[src/rtl/game_binary_entry.sv]
// Binary entry game: shows a decimal digit 1..7, the player keys its 3-bit
// binary form MSB first on two buttons, then the block shows correct/error.
module game_binary_entry #(
    parameter int COUNTER_LEN  = 24,
    parameter int DELAY_TIME   = 10_000_000,
    parameter int TIMEOUT_TIME = 16_000_000
) (
    input  logic       clk,
    input  logic       reset,
    input  logic       btn0,
    input  logic       btn1,
    input  logic [3:0] rnd,
    output logic [3:0] value
);

    localparam logic [COUNTER_LEN-1:0] DELAY_CNT   = COUNTER_LEN'(DELAY_TIME);
    localparam logic [COUNTER_LEN-1:0] TIMEOUT_CNT = COUNTER_LEN'(TIMEOUT_TIME);
    localparam logic [COUNTER_LEN-1:0] CNT_ONE     = COUNTER_LEN'(1);

    localparam logic [3:0] V_CORRECT = 4'd10;
    localparam logic [3:0] V_ERROR   = 4'd11;
    localparam logic [3:0] V_BLANK   = 4'd12;
    localparam logic [3:0] V_QUERY   = 4'd13;

    typedef enum logic [1:0] {
        ST_WAIT   = 2'd0,
        ST_SHOW   = 2'd1,
        ST_ENTER  = 2'd2,
        ST_RESULT = 2'd3
    } state_t;

    state_t                 state;
    logic [COUNTER_LEN-1:0] counter;
    logic [2:0]             target;
    logic [2:0]             entered;
    logic [1:0]             bit_count;
    logic                   prev_btn0;
    logic                   prev_btn1;

    logic       e0;
    logic       e1;
    logic       entry;
    logic       bit_in;
    logic [2:0] next_entered;
    logic [2:0] rnd_target;
    logic       unused_rnd_msb;

    // Simultaneous edges cancel out: only a lone edge counts as an entry.
    always_comb begin
        e0           = btn0 & ~prev_btn0;
        e1           = btn1 & ~prev_btn1;
        entry        = e0 ^ e1;
        bit_in       = e1;
        next_entered = {entered[1:0], bit_in};
        rnd_target   = (rnd[2:0] == 3'd0) ? 3'd5 : rnd[2:0];
    end

    assign unused_rnd_msb = rnd[3];

    always_ff @(posedge clk or posedge reset) begin
        if (reset) begin
            state     <= ST_WAIT;
            value     <= V_BLANK;
            counter   <= '0;
            target    <= 3'd1;
            entered   <= '0;
            bit_count <= '0;
            prev_btn0 <= 1'b1;
            prev_btn1 <= 1'b1;
        end else begin
            prev_btn0 <= btn0;
            prev_btn1 <= btn1;
            case (state)
                ST_WAIT: begin
                    value   <= V_BLANK;
                    counter <= '0;
                    if (e0 | e1) begin
                        target <= rnd_target;
                        value  <= {1'b0, rnd_target};
                        state  <= ST_SHOW;
                    end
                end
                ST_SHOW: begin
                    if (counter >= DELAY_CNT) begin
                        counter   <= '0;
                        bit_count <= '0;
                        entered   <= '0;
                        value     <= V_QUERY;
                        state     <= ST_ENTER;
                    end else begin
                        counter <= counter + CNT_ONE;
                    end
                end
                ST_ENTER: begin
                    if (entry) begin
                        entered   <= next_entered;
                        bit_count <= bit_count + 2'd1;
                        counter   <= '0;
                        // The third bit goes straight to the verdict; its echo is never shown.
                        if (bit_count == 2'd2) begin
                            state <= ST_RESULT;
                            value <= (next_entered == target) ? V_CORRECT : V_ERROR;
                        end else begin
                            value <= {3'b000, bit_in};
                        end
                    end else if (counter >= TIMEOUT_CNT) begin
                        state   <= ST_RESULT;
                        value   <= V_ERROR;
                        counter <= '0;
                    end else begin
                        counter <= counter + CNT_ONE;
                    end
                end
                ST_RESULT: begin
                    if (counter >= DELAY_CNT) begin
                        counter <= '0;
                        value   <= V_BLANK;
                        state   <= ST_WAIT;
                    end else begin
                        counter <= counter + CNT_ONE;
                    end
                end
                default: begin
                    state   <= ST_WAIT;
                    value   <= V_BLANK;
                    counter <= '0;
                end
            endcase
        end
    end

endmodule
[config.mk]
export PLATFORM = sky130hd
export DESIGN_NAME = game_binary_entry
export DESIGN_NICKNAME = d
export VERILOG_FILES = /design/src/rtl/game_binary_entry.sv
export SDC_FILE = /design/constraint.sdc
export NUM_CORES = 1
export LEC_CHECK = 0
export ABC_AREA = 0
export CORE_ASPECT_RATIO = 0.75
export CORE_MARGIN = 2
export CORE_UTILIZATION = 59
export CTS_CLUSTER_DIAMETER = 30
export DETAILED_ROUTE_END_ITERATION = 10
export GPL_ROUTABILITY_DRIVEN = 0
export PLACE_DENSITY = 0.79
export RECOVER_POWER = 50
export SKIP_CTS_REPAIR_TIMING = 1
export SLEW_MARGIN = 10
export SYNTH_ARGS = -nofsm -noshare
export SYNTH_HDL_FRONTEND = slang
export SYNTH_SLANG_ARGS = --single-unit
[constraint.sdc]
create_clock -name clk -period 2.7 [get_ports clk]
set_input_delay 0.81 -clock clk [delete_from_list [all_inputs] [get_ports clk]]
set_output_delay 0.81 -clock clk [all_outputs]
set_load 0.02 [all_outputs]
==> results of run 1 <==
[worst max path at each step]
stage	depth (start not counted)	endpoint	slack, ps
finish	7	value[0]$_DFFE_PP0P_	190
global route	7	value[0]$_DFFE_PP0P_	100
CTS	7	value[0]$_DFFE_PP0P_	270
detailed placement	7	value[0]$_DFFE_PP0P_	-40
global placement	7	value[0]$_DFFE_PP0P_	20
floorplan	7	value[0]$_DFFE_PP0P_	460
[logic make-up (layout without fill, tap and decap cells)]
group	after synthesis	in the layout	synth area share [%]
simple gates	97	97	22.4
flops	39	39	44.5
compound gates	37	37	11.7
xor+xnor	24	24	9.53
buf+inv	22	35	4.20
fa+ha+maj	9	9	5.11
mux	5	5	2.55
[worst max-delay path, cell delays in order]
cell	delay (ps)
sky130_fd_sc_hd__dlygate4sd3_1	580
sky130_fd_sc_hd__nand2b_1	70
sky130_fd_sc_hd__ha_1	290
sky130_fd_sc_hd__nor2_1	60
sky130_fd_sc_hd__nand2_1	70
sky130_fd_sc_hd__a21boi_2	420
sky130_fd_sc_hd__mux2_1	370
[state kept, by name (all words and copies together) (netlist names)]
| register | count |
|---|---|
| bit_count | 2 |
| counter | 24 |
| entered | 2 |
| prev_btn0 | 1 |
| prev_btn1 | 1 |
| state | 2 |
| target | 3 |
| value | 4 |
[Yosys cell counts, drive strengths merged (2+ instances only)]
master and count:
dfrtp 34, nor3 33, xnor2 18, nand2 14, nor2 14, inv 11
nand3 10, ha 9, o21ai 9, clkbuf 8, xor2 6, a21oi 5
dfstp 5, mux2 5, a21o 4, and2 4, nand4 4, a211o 3
buf 3, nand2b 3, nor4 3, o211ai 3, a211oi 2, a31oi 2
and3 2, and4 2, nor2b 2, nor3b 2, o31ai 2, or2 2
[routing by layer]
metal | track usage (%) | wire (um)
met1 | 38.0 | 2290
met2 | 31.5 | 1670
met3 | 4.77 | 194
met4 | 8.16 | 58
met5 | 0 | 0
[cell type report]
type	instances	area share, %
well taps	52	2.65
clock buffers	8	3.26
repair buffers	16	6.32
flip-flops and latches	39	40.0
inverters	11	1.68
multi-input cells	172	46.1
[through the flow]
step,hold WS [ps],power [uW],setup TNS (ps),utilization (%),std cells
finish,490,2020,0,67.9,298
detailed placement,484,1650,-58.3,65.8,290
global route,504,2170,0,67.9,298
global placement,471,1620,0,65.8,290
CTS,495,2030,0,68.0,298
floorplan,457,1390,0,-,233
[layout by cell type, fill, tap and decap left out, types with 2 or more instances in the layout]
master,n
sky130_fd_sc_hd__dfrtp_1,34
sky130_fd_sc_hd__nor3_1,33
sky130_fd_sc_hd__xnor2_1,18
sky130_fd_sc_hd__nor2_1,14
sky130_fd_sc_hd__nand2_1,14
sky130_fd_sc_hd__inv_1,11
sky130_fd_sc_hd__nand3_1,10
sky130_fd_sc_hd__o21ai_0,9
sky130_fd_sc_hd__ha_1,9
sky130_fd_sc_hd__clkdlybuf4s50_1,7
sky130_fd_sc_hd__xor2_1,6
sky130_fd_sc_hd__a21oi_1,5
sky130_fd_sc_hd__clkbuf_8,5
sky130_fd_sc_hd__dfstp_2,5
sky130_fd_sc_hd__a21o_1,4
sky130_fd_sc_hd__nand4_1,4
sky130_fd_sc_hd__mux2_1,4
sky130_fd_sc_hd__and2_1,4
sky130_fd_sc_hd__buf_4,4
sky130_fd_sc_hd__a211o_1,3
sky130_fd_sc_hd__o211ai_1,3
sky130_fd_sc_hd__nand2b_1,3
sky130_fd_sc_hd__nor4_1,3
sky130_fd_sc_hd__clkbuf_1,3
sky130_fd_sc_hd__dlygate4sd3_1,3
sky130_fd_sc_hd__or2_2,2
sky130_fd_sc_hd__o31ai_1,2
sky130_fd_sc_hd__a211oi_1,2
sky130_fd_sc_hd__a31oi_1,2
sky130_fd_sc_hd__nor2b_1,2
sky130_fd_sc_hd__and3_1,2
sky130_fd_sc_hd__and4_1,2
sky130_fd_sc_hd__nor3b_1,2
[power groups by stage]
stage          combinational [uW]  sequential, uW  clock [uW]
2_1_floorplan                 585             808           0
3_3_place_gp                  834             787           0
3_5_place_dp                  854             794           0
4_1_cts                       860             784         384
5_1_grt                       963             793         410
6_report                      858             784         377
==> reports/results.md, run 1 <==
## Outcome
* **result of the run** complete, no violations

## Global route
* **overall routing resource usage** 23.6%
* **number of antenna violations at the first check in global routing** 0
* **number of global-route vias before repair** 1,643
* **pin count of the biggest net entering global routing** 40
* **total congestion overflow** 0
* **wire length of the first global-routing pass** 7700 um

## Placement
* **Port-buffer cells** 10
* **area post-placement** 0.00238 sq mm
* **hpwl dp** 2900 um
* **worst setup slack after placement** -37.9 ps

## Logic synthesis
* **Seq/Total Area, Yosys** 44.5%
* **Warnings, synthesis** 0
* **total nets after synthesis** 250
* **Synth top area share** 38.6%
* **async set-reset flop share out of synthesis** 100%
* **count of mapped cells out of synthesis** 233
* **commonest register cell after synthesis** sky130_fd_sc_hd__dfrtp_1
* **flop and latch count out of synthesis** 39
* **Synth area leaders** sky130_fd_sc_hd__dfrtp_1, sky130_fd_sc_hd__nor3_1, sky130_fd_sc_hd__xnor2_1, sky130_fd_sc_hd__dfstp_2, sky130_fd_sc_hd__ha_1
* **library cell with the largest summed area after synthesis** sky130_fd_sc_hd__dfrtp_1
* **unique cell type count in the Yosys netlist** 41
* **Post-Synthesis Cell Area** 0.00221 sq mm
* **Avg Inst Size Synth** 9.47 sq um
* **EDFF count, synth** 0

## STA
* **minimum setup slack in the final design** 188 ps
* **part of the cycle the worst path needs** 93.0%
* **max frequency** 398 MHz
* **Clock Skew** 9.19 ps
* **Final Hold Fails** 0
* **Max Slew Vio Count** 0
* **Min Clock Period, post-route** 2510 ps
* **Max-slew headroom** 36.2%
* **count of endpoints failing setup in the final report** 0
* **measured slew at the worst slew-check pin** 957 ps
* **setup repair after global routing missed its margin** no

## Power and ir drop
* **proportion of power drawn by combinational gates** 42.5%
* **Int Power** 1240 uW
* **power per cell area** 822 mW/mm^2
* **P_leak** 0.000976 uW
* **Sw Share** 38.4%
* **part of the total power dissipated in the clock network** 18.7%
* **Net Sw Power** 776 uW
* **share of power burned in registers** 38.8%
* **Max IR drop VDD** 0.000989 V

## Finish
* **Syn-to-layout area delta** 11.3%
* **area used by multi-input combinational logic** 0.00113 sq mm
* **area of all sequential standard cells** 982 sq um
* **filler instances** 296
* **Final Net Count** 262
* **design area** 0.00245 sq mm
* **antenna cell count** 0
* **fraction of layout cells with a size suffix above 1** 8.13%

## Clock tree
* **Clock Root Buffer** sky130_fd_sc_hd__clkbuf_8
* **number of buffers inserted during clock tree synthesis** 5
* **clock slew at reported path FFs** 70 ps
* **CTS tree** yes
* **clock latency reported for the late side of the worst-skew pair** 290 ps
* **CTS H-Tree Depth** 2
* **sinks on the clock net** 39
* **maximum clock insertion buffer count** 2

## Setup path
* **Data required, critical path** 2870 ps
* **category of the worst setup path capture point** register
* **worst reg2reg startpoint** counter[14]$_DFF_PP0_
* **maximum fanout along the worst path** 7
* **critical path launch point type** input port
* **number of cells traversed by the worst register-to-register path** 5
* **data arrival time of the critical path** 2680 ps
* **Worst Path Class, Setup** input port to register
* **worst reg-to-reg setup slack** 340 ps
* **critical register-to-register path endpoint** value[0]$_DFFE_PP0P_
* **critical path startpoint** btn0

## Route
* **Routed Wire Length** 4210 um
* **routed len/inst** 14.1 um
* **DRT Pass-1 Iters** 4
* **detailed router's first-iteration violation count** 160
* **count of antenna-violating nets left after detailed routing** 0
* **via count** 1,700
* **detail-routed via count per cell** 5.70
* **drc violations** 0

## Min path
* **number of cells on the worst hold path** 1
* **start point of the worst hold path** counter[0]$_DFF_PP0_
* **Worst Hold Path EP** counter[0]$_DFF_PP0_
* **worst hold path type** register to register

## Die
* **DIE WIDTH** 74.6 um
* **Chip Height** 57.0 um
* **Top-Level Pins** 12
* **floorplan die area** 0.00425 sq mm
* **Initial Util** 61.0%
* **area of the core** 0.00361 sq mm
* **standard-cell rows** 19

## Job
* **max-capacitance violation count** 0

No activity file was read; power rests on OpenSTA's default activity.
==> run 2, diff against run 1 <==
- CORE_UTILIZATION: 59 -> 63
- DONT_BUFFER_PORTS: default -> 1
==> run 2 against run 1 <==
  * Clock skew fell by 2.1 ps
  * Sequential power grew 5.0%
  * Flip-flop and latch count is the same
  * Via count down 1.1%
  * Global-route usage grew 0.87 points
  * Non-clock buffer count shrank 12
  * Final cell count down 8.1%
  * Clock power rose by 1%
  * Register-to-register slack about the same
==> reports/results.md, run 2 (synthesized netlist as in run 1, its figures left out) <==
## Setup path
* **category of the worst setup path capture point** register
* **Critical Path Slowest Stage Cell** sky130_fd_sc_hd__dfrtp_1
* **critical path startpoint** counter[14]$_DFF_PP0_
* **data arrival time of the critical path** 2520 ps, -160 ps
* **list of cells traversed by the critical path** or3b_1, a211o_1, a21o_1, a21boi_2, buf_4, nor3_1
* **critical path's top delay family** compound AO/OA/AOI/OAI gates
* **delay of the slowest critical-path stage** 440 ps, -140 ps
* **worst reg2reg startpoint** counter[14]$_DFF_PP0_
* **maximum fanout along the worst path** 17, +10
* **worst path bufs/invs** 1, unchanged
* **Data required, critical path** 2860 ps, about the same
* **WP depth** 6, -1
* **Worst Path Class, Setup** register to register
* **critical path launch point type** register
* **number of cells traversed by the worst register-to-register path** 6, +1

## STA
* **setup repair after global routing missed its margin** no
* **count of endpoints failing setup in the final report** 0, unchanged
* **Final Hold Fails** 0, unchanged
* **Max-slew headroom** 37.0%, +0.84 points
* **minimum setup slack in the final design** 339 ps, +151 ps
* **Clock Skew** 7.11 ps, -2.08 ps
* **measured slew at the worst slew-check pin** 945 ps, -12.6 ps
* **Max Slew Vio Count** 0, unchanged
* **Final TNS setup** 0 ps, unchanged
* **part of the cycle the worst path needs** 87.4%, -5.6 points
* **Min Clock Period, post-route** 2360 ps, -151 ps
* **max frequency** 424 MHz, +6.4%

## Route
* **count of antenna-violating nets left after detailed routing** 0, unchanged
* **via count** 1,682, -1.1%
* **drc violations** 0, unchanged
* **DRT Pass-1 Iters** 4, unchanged
* **routed len/inst** 15.8 um, +12%
* **detail-routed via count per cell** 6.14, +7.6%
* **detailed router's first-iteration violation count** 132, -18%
* **Routed Wire Length** 4340 um, +2.9%

## Die
* **area of the core** 0.00331 sq mm, -8.4%
* **floorplan die area** 0.00400 sq mm, -6.0%
* **Top-Level Pins** 12, unchanged
* **standard-cell rows** 18, -1
* **DIE WIDTH** 72.3 um, -3.1%
* **Initial Util** 66.6%, +5.6 points
* **Chip Height** 55.2 um, -3.0%

## Clock tree
* **sinks on the clock net** 39, unchanged
* **clock slew at reported path FFs** 80 ps, about the same
* **number of buffers inserted during clock tree synthesis** 5, unchanged
* **Clock Root Buffer** sky130_fd_sc_hd__clkbuf_8
* **maximum clock insertion buffer count** 2, unchanged
* **clock latency reported for the late side of the worst-skew pair** 290 ps, about the same
* **CTS H-Tree Depth** 2, unchanged
* **CTS tree** yes

## Finish
* **leading cell types in the layout, fill and taps excluded** sky130_fd_sc_hd__dfrtp_1, sky130_fd_sc_hd__nor3_1, sky130_fd_sc_hd__xnor2_1
* **fraction of layout cells with a size suffix above 1** 8.55%, +0.42 points
* **most common library cell in the layout ignoring fill and taps** sky130_fd_sc_hd__dfrtp_1
* **filler instances** 250, -16%
* **area of all sequential standard cells** 982 sq um, unchanged
* **area used by multi-input combinational logic** 0.00113 sq mm, unchanged
* **count of placed standard cells in the final layout, fillers left out** 274, -8.1%
* **Post-Route Utilization** 70.0%, +2.1 points
* **Syn-to-layout area delta** 5.05%
* **Top Registers** counter: 24 flops, value: 4 flops, target: 3 flops
* **antenna cell count** 0, unchanged
* **Final Net Count** 250, -4.6%
* **flip-flop count of the largest register, all copies and words added** 24, unchanged
* **register bank with the most flops** counter

## Power and ir drop
* **P_leak** 0.000924 uW, -5.4%
* **Max IR drop VDD** 0.000741 V, -25%
* **power per cell area** 837 mW/mm^2, +1.8%

## Global route
* **number of global-route vias before repair** 1,639, -0.24%
* **number of antenna violations at the first check in global routing** 0, unchanged
* **wire length of the first global-routing pass** 7640 um, -0.81%
* **total congestion overflow** 0, unchanged
* **pin count of the biggest net entering global routing** 40, unchanged
* **overall routing resource usage** 24.5%, +0.87 points

## Min path
* **start point of the worst hold path** target[0]$_DFFE_PP1P_
* **number of cells on the worst hold path** 2, +1
* **worst hold path type** register to register

## Placement
* **hpwl dp** 3100 um, +6.8%
* **worst setup slack after placement** 247 ps, +285 ps
* **Port-buffer cells** 0, -10
* **total placed cells including tap cells** 266, -8.3%

## Outcome
* **result of the run** complete, no violations

## Job
* **max-capacitance violation count** 0, unchanged

[run 2: changes by cell type in the layout (fill, tap and decap cells not counted), sizes merged]
cell	before	now
clkdlybuf4s50	7	0
dlygate4sd3	3	0
buf	5	3
clkbuf	9	7
clkinv	0	1
clkinvlp	0	1
[run 2: worst register-to-register path, delay by kind of cell, from the launching register on]
family	cells	cell delay, ps
AOI/OAI and AO/OA	3	1010
and+or+nand+nor	2	470
DFF	1	440
buffers and inverters	1	310
[run 2: power by group]
part | leakage [uW] | switching [uW] | internal (uW)
logic | 0.000369 | 454 | 281
clock network | 0.0000412 | 200 | 180
registers | 0.000514 | 116 | 706
[run 2: area by class of cell]
type                    count  area share [%]
clock inverters             2           0.540
well taps                  40            2.16
flip-flops and latches     39            42.4
repair buffers              4            1.19
clock buffers               6            3.13
inverters                  11            1.78
multi-input cells         172            48.8
[run 2: final timing paths]
check                                           end  slack, ps
max in group asynchronous  bit_count[0]$_DFFE_PP0P_       1420
min in group asynchronous      counter[0]$_DFF_PP0_        690
min reg2reg                   target[0]$_DFFE_PP1P_        490
max reg2reg                   counter[18]$_DFF_PP0_        340
min                           target[0]$_DFFE_PP1P_        490
max                           counter[18]$_DFF_PP0_        340
[run 2: metrics by stage]
stage,hold slack [ps],cell area (sq um),total power (uW)
3_5_place_dp,477,2230,1560
4_1_cts,488,2320,1940
2_1_floorplan,457,2210,1390
5_1_grt,493,2320,2090
3_3_place_gp,470,2230,1510
6_report,492,2320,1940
[run 2: metal layers]
layer | vias to the layer above | track usage [%] | part of all wire, %
met4 | 0 | 6.74 | 1.2
met5 | - | 0 | 0
met1 | 816 | 35.8 | 49
met3 | 5 | 6.57 | 4.8
li1 | 821 | - | -
met2 | 40 | 36.0 | 45
==> run 3, diff against run 2 <==
- CORE_MARGIN: 2 -> 1
==> run 3 against run 2 <==
  * Maximum frequency rose by 0.70%
  * Final area decreased by 0.22%
  * Critical path type unchanged
  * Routed wire length decreased by 5.6%
  * Combinational power down 2%
  * Via count down 1.8%
  * Power fell by 1.3%
  * Clock skew grew 0.77 ps
  * Flip-flop and latch count did not move
  * Hold slack got worse by 54 ps
  * First-iteration DRC count is 19% lower
==> reports/results.md, run 3 (synthesized netlist as in run 1, its figures left out) <==
## Outcome
* **result of the run** complete, no violations

## Route
* **DRT Pass-1 Iters** 4, unchanged
* **routed len/inst** 14.9 um, -5.6%
* **count of antenna-violating nets left after detailed routing** 0, unchanged
* **detailed router's first-iteration violation count** 107, -19%
* **via count** 1,652, -1.8%
* **Routed Wire Length** 4090 um, -5.6%
* **drc violations** 0, unchanged
* **detail-routed via count per cell** 6.03, -1.8%

## STA
* **Clock Skew** 7.88 ps, +0.771 ps
* **Max Slew Vio Count** 0, unchanged
* **Final TNS setup** 0 ps, unchanged
* **Max-slew headroom** 8.25%, -29 points
* **measured slew at the worst slew-check pin** 1380 ps, +432 ps
* **setup repair after global routing missed its margin** no
* **part of the cycle the worst path needs** 86.8%, -0.61 points
* **count of endpoints failing setup in the final report** 0, unchanged
* **Final Hold Fails** 0, unchanged
* **max frequency** 427 MHz, +0.70%
* **Min Clock Period, post-route** 2340 ps, -16.5 ps

## Finish
* **most common library cell in the layout ignoring fill and taps** sky130_fd_sc_hd__dfrtp_1
* **antenna cell count** 0, unchanged
* **Top Registers** counter: 24 flops, value: 4 flops, target: 3 flops
* **Final Net Count** 250, unchanged
* **leading cell types in the layout, fill and taps excluded** sky130_fd_sc_hd__dfrtp_1, sky130_fd_sc_hd__nor3_1, sky130_fd_sc_hd__xnor2_1
* **register bank with the most flops** counter
* **Syn-to-layout area delta** 4.82%
* **fraction of layout cells with a size suffix above 1** 7.69%, -0.85 points
* **flip-flop count of the largest register, all copies and words added** 24, unchanged
* **design area** 0.00231 sq mm, -0.22%

## Clock tree
* **sinks on the clock net** 39, unchanged
* **CTS H-Tree Depth** 2, unchanged
* **clock latency reported for the late side of the worst-skew pair** 290 ps, about the same
* **CTS tree** yes
* **Clock Root Buffer** sky130_fd_sc_hd__clkbuf_8
* **number of buffers inserted during clock tree synthesis** 5, unchanged
* **maximum clock insertion buffer count** 2, unchanged
* **clock slew at reported path FFs** 80 ps, about the same

## Global route
* **wire length of the first global-routing pass** 6930 um, -9.3%
* **number of global-route vias before repair** 1,480, -9.7%
* **total congestion overflow** 0, unchanged
* **number of antenna violations at the first check in global routing** 0, unchanged
* **pin count of the biggest net entering global routing** 27, -33%
* **overall routing resource usage** 24.5%, -0.042 points

## Setup path
* **category of the worst setup path capture point** register
* **critical path launch point type** register
* **Worst Path Class, Setup** register to register
* **maximum fanout along the worst path** 17, unchanged
* **Data required, critical path** 2860 ps, about the same
* **data arrival time of the critical path** 2500 ps, -20 ps

## Power and ir drop
* **power per cell area** 827 mW/mm^2, -1.1%
* **total chip power** 1910 uW, -1.3%
* **P_leak** 0.000922 uW, -0.21%
* **Max IR drop VDD** 0.000691 V, -6.8%

## Die
* **DIE WIDTH** 70.3 um, -2.8%
* **Top-Level Pins** 12, unchanged
* **Chip Height** 53.2 um, -3.6%
* **standard-cell rows** 18, unchanged
* **area of the core** 0.00331 sq mm, unchanged
* **Initial Util** 66.6%, unchanged
* **floorplan die area** 0.00374 sq mm, -6.3%

## Placement
* **area post-placement** 0.00223 sq mm, unchanged
* **hpwl dp** 3010 um, -2.7%
* **Port-buffer cells** 0, unchanged

## Min path
* **worst hold path type** input port to async pin

## Job
* **max-capacitance violation count** 0, unchanged

run 3: cell count changes in the layout (fill, tap and decap cells not counted), sizes merged:
cell      before  now
clkbuf         7    8
clkinvlp       1    0
run 3: final timing paths:
kind | startpoint | to | slack (ps) | cells past startpoint
setup / recovery | counter[13]$_DFF_PP0_ | counter[18]$_DFF_PP0_ | 360 | 6
hold / removal | reset | entered[1]$_DFFE_PP0P_ | 440 | 1
setup reg to reg | counter[13]$_DFF_PP0_ | counter[18]$_DFF_PP0_ | 360 | 6
hold reg to reg | target[0]$_DFFE_PP1P_ | target[0]$_DFFE_PP1P_ | 490 | 2
max in group asynchronous | reset | counter[14]$_DFF_PP0_ | 620 | 2
min in group clk | target[0]$_DFFE_PP1P_ | target[0]$_DFFE_PP1P_ | 490 | 2
run 3: per-stage QoR:
step / cells / hold slack [ps] / worst slack [ps] / util (%)
after detailed placement: 266 / 477 / 222 / 67.5
after global placement: 266 / 470 / 309 / 67.5
final: 274 / 437 / 355 / 69.8
after global routing: 274 / 480 / 187 / 69.8
after CTS: 274 / 447 / 347 / 70.0
after floorplan: 233 / 457 / 458 / -
run 3: power breakdown:
group | internal [uW] | switching [uW] | total (uW)
combinational | 281 | 438 | 719
clock | 181 | 191 | 372
sequential | 707 | 115 | 821
total | 1170 | 744 | 1910
run 3: critical path: stages (launching register included):
cell                       delay (ps)
sky130_fd_sc_hd__dfrtp_1          460
sky130_fd_sc_hd__or3b_1           380
sky130_fd_sc_hd__a211o_1          320
sky130_fd_sc_hd__a21o_1           270
sky130_fd_sc_hd__a21boi_2         410
sky130_fd_sc_hd__buf_4            300
sky130_fd_sc_hd__nor3_1            80
run 3: cell type report:
cell class,instances,area [sq um]
Tap cell,40,50.0
Multi-Input combinational cell,172,1130
Clock buffer,7,76.3
Inverter,11,41.3
Sequential cell,39,982
Timing Repair Buffer,4,26.3
Fill cell,247,998
Clock inverter,1,5.00
run 3: metal layers:
layer  vias to the layer above  track usage, %  routed length [um]
li1                        821               -                   -
met1                       799            34.0                2080
met2                        30            39.2                1820
met3                         2            5.33                 174
met4                         0            6.00                  12
met5                         -               0                   0
